===== src/rtl/fft4_pkg.sv =====
`default_nettype none
// ============================================================================
//  Module      : fft4_pkg
//  Description : Shared constants and helpers for the 4-point DIT FFT pipe:
//                mode encoding, output-width derivation and lane extraction
//                for packed multi-lane buses.
//  Revision    : 1.0  initial release
// ============================================================================
package fft4_pkg;

    localparam logic MODE_FFT  = 1'b0;
    localparam logic MODE_IFFT = 1'b1;

    // Full-growth output width: two radix-2 stages add one bit each.
    function automatic int fft4_ow(input int iw);
        return iw + 2;
    endfunction

    // Unsigned lane k of width w from a packed bus (up to 128 bits, w <= 32).
    function automatic logic [31:0] lane_get(input logic [127:0] bus, input int k, input int w);
        logic [127:0] t;
        t = bus >> (k * w);
        t = t & ((128'd1 << w) - 128'd1);
        return t[31:0];
    endfunction

    // Sign-extended lane k of width w from a packed bus (w <= 32).
    function automatic int lane_sx(input logic [127:0] bus, input int k, input int w);
        logic [127:0] t;
        t = bus >> (k * w);
        t = t << (128 - w);
        t = $signed(t) >>> (128 - w);
        return int'(t[31:0]);
    endfunction

endpackage
`default_nettype wire


===== src/rtl/fft4_dit_pipe_cbfly2.sv =====
`default_nettype none
// ============================================================================
//  Module      : cbfly2
//  Description : Combinational radix-2 complex butterfly. Produces p = a + b
//                and m = a - b with one bit of growth (W+1), so no overflow.
//  Revision    : 1.0  initial release
// ============================================================================
module cbfly2 #(
    parameter int W = 4
) (
    input  logic [W-1:0] a_re,
    input  logic [W-1:0] a_im,
    input  logic [W-1:0] b_re,
    input  logic [W-1:0] b_im,
    output logic [W:0]   p_re,
    output logic [W:0]   p_im,
    output logic [W:0]   m_re,
    output logic [W:0]   m_im
);

    // Sign-extend both operands by one bit, then add/subtract at W+1.
    assign p_re = {a_re[W-1], a_re} + {b_re[W-1], b_re};
    assign p_im = {a_im[W-1], a_im} + {b_im[W-1], b_im};
    assign m_re = {a_re[W-1], a_re} - {b_re[W-1], b_re};
    assign m_im = {a_im[W-1], a_im} - {b_im[W-1], b_im};

endmodule
`default_nettype wire


===== src/rtl/fft4_dit_pipe.sv =====
`default_nettype none
// ============================================================================
//  Module      : fft4_dit_pipe
//  Description : Two-stage pipelined 4-point radix-2 DIT complex FFT/IFFT.
//                Stage 1 forms the length-2 sums/differences, stage 2 applies
//                the +/-j twiddle and the final butterflies, with optional /4
//                scaling of inverse results. Valid/ready on both sides with a
//                combinational ready chain (no skid buffer).
//  Revision    : 1.0  initial release
// ============================================================================
module fft4_dit_pipe
    import fft4_pkg::*;
#(
    parameter int IW         = 4,
    parameter int OW         = fft4_ow(IW),
    parameter bit SCALE_IFFT = 1'b0
) (
    input  logic            clk,
    input  logic            rst_n,
    input  logic            in_valid,
    output logic            in_ready,
    input  logic            in_inv,
    input  logic [4*IW-1:0] in_re,
    input  logic [4*IW-1:0] in_im,
    output logic            out_valid,
    input  logic            out_ready,
    output logic            out_inv,
    output logic [4*OW-1:0] out_re,
    output logic [4*OW-1:0] out_im
);

    localparam int SW = IW + 1;

    logic [IW-1:0] w_x_re [4];
    logic [IW-1:0] w_x_im [4];
    logic [SW-1:0] w_s_re [4];
    logic [SW-1:0] w_s_im [4];
    logic [SW-1:0] w_rot_re;
    logic [SW-1:0] w_rot_im;
    logic [OW-1:0] w_y_re [4];
    logic [OW-1:0] w_y_im [4];
    logic [OW-1:0] w_z_re [4];
    logic [OW-1:0] w_z_im [4];
    logic          w_adv1;
    logic          w_adv2;
    logic          w_scale;

    logic          r_v1;
    logic          r_inv1;
    logic [SW-1:0] r_s_re [4];
    logic [SW-1:0] r_s_im [4];
    logic          r_v2;
    logic          r_inv2;
    logic [OW-1:0] r_x_re [4];
    logic [OW-1:0] r_x_im [4];

    // A stage may advance when its successor is empty or itself advancing.
    assign w_adv2   = !r_v2 || out_ready;
    assign w_adv1   = !r_v1 || w_adv2;
    assign in_ready = w_adv1;

    // Unpack input lanes and repack output lanes.
    for (genvar k = 0; k < 4; k++) begin : g_lane
        assign w_x_re[k]          = in_re[k*IW +: IW];
        assign w_x_im[k]          = in_im[k*IW +: IW];
        assign out_re[k*OW +: OW] = r_x_re[k];
        assign out_im[k*OW +: OW] = r_x_im[k];
    end

    // Stage 1: (x0,x2) -> s0,s1 and (x1,x3) -> s2,s3.
    for (genvar b = 0; b < 2; b++) begin : g_s1
        cbfly2 #(.W(IW)) u_bf (
            .a_re (w_x_re[b]),
            .a_im (w_x_im[b]),
            .b_re (w_x_re[b+2]),
            .b_im (w_x_im[b+2]),
            .p_re (w_s_re[2*b]),
            .p_im (w_s_im[2*b]),
            .m_re (w_s_re[2*b+1]),
            .m_im (w_s_im[2*b+1])
        );
    end

    // Twiddle on s3: forward uses -j*s3 = (i, -r), inverse uses +j*s3 = (-i, r).
    // |s3| <= 2^IW - 1, so negation at SW bits cannot overflow.
    assign w_rot_re = (r_inv1 == MODE_IFFT) ? -r_s_im[3] : r_s_im[3];
    assign w_rot_im = (r_inv1 == MODE_IFFT) ? r_s_re[3]  : -r_s_re[3];

    // Stage 2 even bins: X0 = s0 + s2, X2 = s0 - s2.
    cbfly2 #(.W(SW)) u_bf_even (
        .a_re (r_s_re[0]),
        .a_im (r_s_im[0]),
        .b_re (r_s_re[2]),
        .b_im (r_s_im[2]),
        .p_re (w_y_re[0]),
        .p_im (w_y_im[0]),
        .m_re (w_y_re[2]),
        .m_im (w_y_im[2])
    );

    // Stage 2 odd bins: X1 = s1 + rot(s3), X3 = s1 - rot(s3).
    cbfly2 #(.W(SW)) u_bf_odd (
        .a_re (r_s_re[1]),
        .a_im (r_s_im[1]),
        .b_re (w_rot_re),
        .b_im (w_rot_im),
        .p_re (w_y_re[1]),
        .p_im (w_y_im[1]),
        .m_re (w_y_re[3]),
        .m_im (w_y_im[3])
    );

    // Inverse frames optionally floor-divided by 4; forward frames never scaled.
    assign w_scale = SCALE_IFFT && (r_inv1 == MODE_IFFT);

    for (genvar k = 0; k < 4; k++) begin : g_scale
        assign w_z_re[k] = w_scale ? {{2{w_y_re[k][OW-1]}}, w_y_re[k][OW-1:2]} : w_y_re[k];
        assign w_z_im[k] = w_scale ? {{2{w_y_im[k][OW-1]}}, w_y_im[k][OW-1:2]} : w_y_im[k];
    end

    // Stage 1 register bank: valid follows the input slot, data only on transfer.
    always_ff @(posedge clk or negedge rst_n) begin
        if (!rst_n) begin
            r_v1   <= 1'b0;
            r_inv1 <= 1'b0;
            for (int k = 0; k < 4; k++) begin
                r_s_re[k] <= '0;
                r_s_im[k] <= '0;
            end
        end else if (w_adv1) begin
            r_v1 <= in_valid;
            if (in_valid) begin
                r_inv1 <= in_inv;
                for (int k = 0; k < 4; k++) begin
                    r_s_re[k] <= w_s_re[k];
                    r_s_im[k] <= w_s_im[k];
                end
            end
        end
    end

    // Stage 2 register bank: holds while stalled so out_* stay stable.
    always_ff @(posedge clk or negedge rst_n) begin
        if (!rst_n) begin
            r_v2   <= 1'b0;
            r_inv2 <= 1'b0;
            for (int k = 0; k < 4; k++) begin
                r_x_re[k] <= '0;
                r_x_im[k] <= '0;
            end
        end else if (w_adv2) begin
            r_v2 <= r_v1;
            if (r_v1) begin
                r_inv2 <= r_inv1;
                for (int k = 0; k < 4; k++) begin
                    r_x_re[k] <= w_z_re[k];
                    r_x_im[k] <= w_z_im[k];
                end
            end
        end
    end

    assign out_valid = r_v2;
    assign out_inv   = r_inv2;

endmodule
`default_nettype wire


===== config.mk =====
export PLATFORM = sky130hd
export DESIGN_NAME = fft4_dit_pipe
export DESIGN_NICKNAME = d
export VERILOG_FILES = /design/src/rtl/fft4_pkg.sv /design/src/rtl/fft4_dit_pipe_cbfly2.sv /design/src/rtl/fft4_dit_pipe.sv
export SDC_FILE = /design/constraint.sdc
export NUM_CORES = 1
export LEC_CHECK = 0
export CAP_MARGIN = 5
export CORE_AREA = 2 2 117 119
export DETAILED_ROUTE_END_ITERATION = 7
export DIE_AREA = 0 0 119 121
export HOLD_SLACK_MARGIN = 0.06
export PLACE_DENSITY_LB_ADDON = 0.1
export SLEW_MARGIN = 20
export SYNTH_ARGS = -nofsm -noshare
export SYNTH_HDL_FRONTEND = slang
export SYNTH_SLANG_ARGS = --single-unit

===== constraint.sdc =====
create_clock -name clk -period 5.39 [get_ports clk]
set_input_delay 1.617 -clock clk [delete_from_list [all_inputs] [get_ports clk]]
set_output_delay 1.617 -clock clk [all_outputs]
set_load 0.005 [all_outputs]

[Word level (Yosys, flattened, before mapping)]
Cells that the tools add are included.
Widths: inputs -> output; s select.
Storage, ports and cells
  output and inout port bits: 51
  input port bits: 37
  register bits after elaboration: 92
  word-level logic and storage cells: 46
Cells by class
  add/subtract/negate cells: 18
  reduce and logical (&&, ||, !) cells: 6
  muxes and demuxes: 2
Operator list (number)
  $add 5x5->6: 4
  $sub 5x5->6: 4
  $add 4x4->5: 4
  $sub 4x4->5: 4
  $mux 5: 2
  $neg 5->5: 2
  $reduce_and 2->1: 2
  $logic_not 1->1: 2
  $logic_or 1x1->1: 2

[Longest topological paths before layout]
  word-level depth: 4
  depth in mapped cells: 10
  mapped depth without buffers: 10

[Hierarchy]
Synthesis repeated with hierarchy kept, for this count alone.
Unflattened totals
  cells, all modules: 583
  area, all modules: 6458.7 sq um
By module, submodules not included
  fft4_dit_pipe: cells an instance 222, instances 1, area each 3658.5 sq um
  cbfly2 (u_bf_even ...): cells an instance 108, instances 2, area each 792.0 sq um
  cbfly2 (g_s1[1].u_bf): cells an instance 73, instances 1, area each 611.8 sq um
  cbfly2 (g_s1[0].u_bf): cells an instance 72, instances 1, area each 604.3 sq um

[Worst setup path before layout]
OpenSTA, ideal clock, no wires.
  kind: in2out
  from: in out_ready
  to: out in_ready
  setup slack: 1940 ps
  required time: 3773 ps
  buffers on the path: 0
  stages: 1
  data arrival time: 1833 ps
  cell sequence: nand3b_2
Between the ends
  word-level cells in the longest chain between the ends: 2
Ends and longest elaborated chain
  from (decl): RTL line fft4_dit_pipe.sv:26  | input logic out_ready,
  $logic_or 1x1->1: RTL line fft4_dit_pipe.sv:58  | assign w_adv2 = !r_v2 || out_ready;
  $logic_or 1x1->1: RTL line fft4_dit_pipe.sv:59  | assign w_adv1 = !r_v1 || w_adv2;
  to (decl): RTL line fft4_dit_pipe.sv:21  | output logic in_ready,
No other way between the ends.

[Final worst setup path]
Ends and elaborated chain as after synthesis.

==> key figures <==
Timing
  – Final setup vio count: 0
  – Final setup margin: 1019 ps
  – Peak Freq: 0.2288 GHz
  – Skew final: 6.596 ps
  – Final Hold Viols: 0
  – Final Cycle Share: 81.10%
  – Slew Viols, Final: 0
  – Final hold slack: 472.9 ps
  – Max transition margin: 50.73%
  – Worst slew pin tran: 739.0 ps
  – Setup_tns: 0 ps
  – RSZ-0062 raised after global routing: no
  – Post-layout min period: 4371 ps

Detailed routing
  – Post-Route WL: 11,120 um
  – Via count: 4,106
  – Post-route ant nets: 0
  – Detailed-route wire length per cell: 12.90 um
  – First DRT Iteration DRCs: 213
  – First-pass iteration count of the detailed router: 4
  – Drc violations: 0
  – Vias per Instance: 4.763

Die
  – I/O Pins: 88
  – Die H: 121 um
  – Core ar.: 13,090 um2
  – Number of cell rows: 42
  – Initial cell density of the core: 44.08%
  – Die width: 119 um
  – Die footprint: 14,400 um2

Worst setup path
  – Register-to-register setup slack: 2870 ps
  – WP data required: 3770 ps
  – CP Cell Sequence: clkdlybuf4s50_1 > nand3b_2 > clkdlybuf4s50_1
  – Critical Path End Type: output port
  – Crit-path slowest cell: clkdlybuf4s50_1
  – Worst Setup Start Kind: primary input
  – Crit-path max cell delay: 520 ps
  – WS Path Type: in2out
  – Critical path's most frequent cell: clkdlybuf4s50_1
  – Critical path arrival: 2750 ps
  – CP max FO: 3

Power
  – Net Sw Power: 1.013 mW
  – Pleak: 3.290 nW
  – Combinational Power Share: 45.3%
  – Sequential Power Share: 34.2%
  – P per Cell Area: 421.6 nW/um2
  – Clock power frac: 20.5%
  – Sw frac: 34.38%
  – Max VDD drop: 0.1405 mV
  – Pint: 1.932 mW

Synthesis
  – Area leader, netlist: dfrtp_1
  – Post-synthesis adder-cell area fraction: 22.47%
  – Post-synth net total: 744
  – Largest family of logic cells by synthesized area: adder cells
  – Synth Warn #: 0
  – Synth Area in Simple Gates: 12.21%
  – Mux cell area share after synthesis: 0.9544%
  – Syn Inst Count: 613
  – Compound-cell area share of the yosys netlist: 13.62%
  – Register bit count reported by yosys: 84
  – Register area share after synthesis: 36.44%
  – Xor and xnor area share after synthesis: 7.137%
  – Yosys cell types: 43
  – Syn_area_per_cell: 9.410 um2
  – Syn Std Cell Area: 5768 um2
  – Top cells by area, synth: dfrtp_1 36%, ha_1 17%, nand2_1 6.0%
  – Top cell type's share of synthesized area: 36.44%

Global route
  – Total gr overflow: 0
  – First-pass GRT wire length: 19,230 um
  – Initial antenna violation count: 0
  – Largest net degree at the start of global routing: 85
  – Vias in the first global route: 4,038
  – Total Routing Usage GR: 16.48%

Outcome
  – Status: finished, final reports clean

Placement
  – IO Port Bufs: 87
  – Gpl congestion: 0.8145
  – Worst slack, placed: 1038 ps
  – Hpwl dp: 8743 um

Clock tree
  – Reg clk slew, reported paths: 60 ps
  – CTS Buf Count: 9
  – Sink Count: 84
  – Postcts setup bufs: 0
  – CTS tree: done
  – Clk buf depth: 2
  – Post-CTS Hold Fix Bufs: 0
  – Worst skew pair latency: 330 ps
  – Clk Tree Root Cell: clkbuf_16
  – H-tree levels: 3
  – Post-CTS Resized: 0

Final layout
  – Antenna cells: 0
  – Layout area overhead: 21.08%
  – Fin nets: 812
  – Fraction of layout cells with a size suffix above 1: 4.810%

Min path
  – Hold Path Class: reg2reg

Job
  – Max-cap violations: 0
-- cells in the final DEF (no fill, tap or decap), types with 4 or more instances in the layout --
| cell type | count |
|---|---|
| nand2_1 | 92 |
| clkdlybuf4s50_1 | 86 |
| dfrtp_1 | 84 |
| ha_1 | 78 |
| o21ai_0 | 68 |
| inv_1 | 58 |
| a21oi_1 | 33 |
| nor2_1 | 28 |
| xnor2_1 | 26 |
| xor2_1 | 21 |
| fa_1 | 16 |
| nand2b_1 | 13 |
| clkbuf_16 | 9 |
| nor3_1 | 8 |
| nor2b_1 | 7 |
| o21ai_1 | 5 |
| clkbuf_8 | 5 |
| mux2_2 | 4 |
| a21o_1 | 4 |
| a31oi_1 | 4 |
-- worst max-delay path, delay by kind of cell --
kind	cells	cell delay, ps
buffers and inverters	2	980
and+or+nand+nor	1	160
-- flip-flops by register name, summed over array words and instances, names as in the netlist --
signal and count:
out_re 22, out_im 22, out_inv 1, r_s_im 18, r_s_re 18, out_valid 1
r_v1 1, r_inv1 1
-- per-stage QoR --
step           power [mW]  area (um2)  util (%)  instances
2_1_floorplan       1.802        5768         -        613
3_3_place_gp        2.334        6669     50.97        846
3_5_place_dp        2.369        6669     50.97        846
4_1_cts             2.984        6970     53.27        862
5_1_grt             3.197        6984     53.38        862
6_report            2.945        6984     53.38        862
-- kinds of logic after synthesis --
kind of cell	count (synthesis)
simple gates	160
xor+xnor	47
compound gates	133
mux	5
buf+inv	90
flops	84
fa+ha+maj	94
-- layer usage --
layer,up-vias,track usage [%],share of wire (%)
met5,-,0,0
met3,4,2.961,3.2
met4,0,4.688,0.62
li1,2137,-,-
met2,67,25.07,43
met1,1898,24.09,53
-- layout make-up --
class / count / area, um2
fill: 1203 / 6101
multi-input combinational: 439 / 3263
sequential: 84 / 2102
timing repair buffer: 87 / 872.1
clock buffer: 16 / 301.5
inverter: 60 / 225.2
tap: 176 / 220.2
-- synthesized netlist by cell type (all sizes together) --
| cell type | instances |
|---|---|
| ha | 78 |
| xnor2 | 26 |
| nand2 | 94 |
| xor2 | 21 |
| mux2i | 1 |
| fa | 16 |
| a221oi | 3 |
| a21o | 4 |
| o21bai | 3 |
| nor2 | 29 |
| nor3b | 3 |
| a2111oi | 3 |
| a2bb2oi | 2 |
| a211oi | 1 |
| and2 | 1 |
| nand2b | 13 |
| o21ai | 75 |
| nor3 | 9 |
| nor2b | 7 |
| nand3b | 2 |
| inv | 60 |
| a31oi | 4 |
| clkbuf | 5 |
| o211ai | 2 |
| dfrtp | 84 |
| a21oi | 33 |
| o31ai | 1 |
| buf | 25 |
| o22a | 2 |
| nor4 | 2 |
| mux2 | 4 |
-- power by group through the flow --
stage | logic, mW | clock network, mW | registers [mW]
6_report | 1.33 | 0.605 | 1.01
5_1_grt | 1.51 | 0.648 | 1.04
4_1_cts | 1.35 | 0.620 | 1.01
3_5_place_dp | 1.34 | 0 | 1.03
3_3_place_gp | 1.32 | 0 | 1.01
2_1_floorplan | 0.808 | 0 | 0.994
-- worst paths after layout --
check / startpoint / endpoint / depth (start not counted)
max: out_ready / in_ready / 3
min: out_im[14]$_DFFE_PN0P_ / out_im[14]$_DFFE_PN0P_ / 2
min reg2reg: out_im[14]$_DFFE_PN0P_ / out_im[14]$_DFFE_PN0P_ / 2
max reg2reg: r_s_im[5]$_DFFE_PN0P_ / out_re[10]$_DFFE_PN0P_ / 9
max in group asynchronous: rst_n / out_im[10]$_DFFE_PN0P_ / 1
min in group asynchronous: rst_n / out_re[4]$_DFFE_PN0P_ / 1
(Power assumes the default switching activity.)
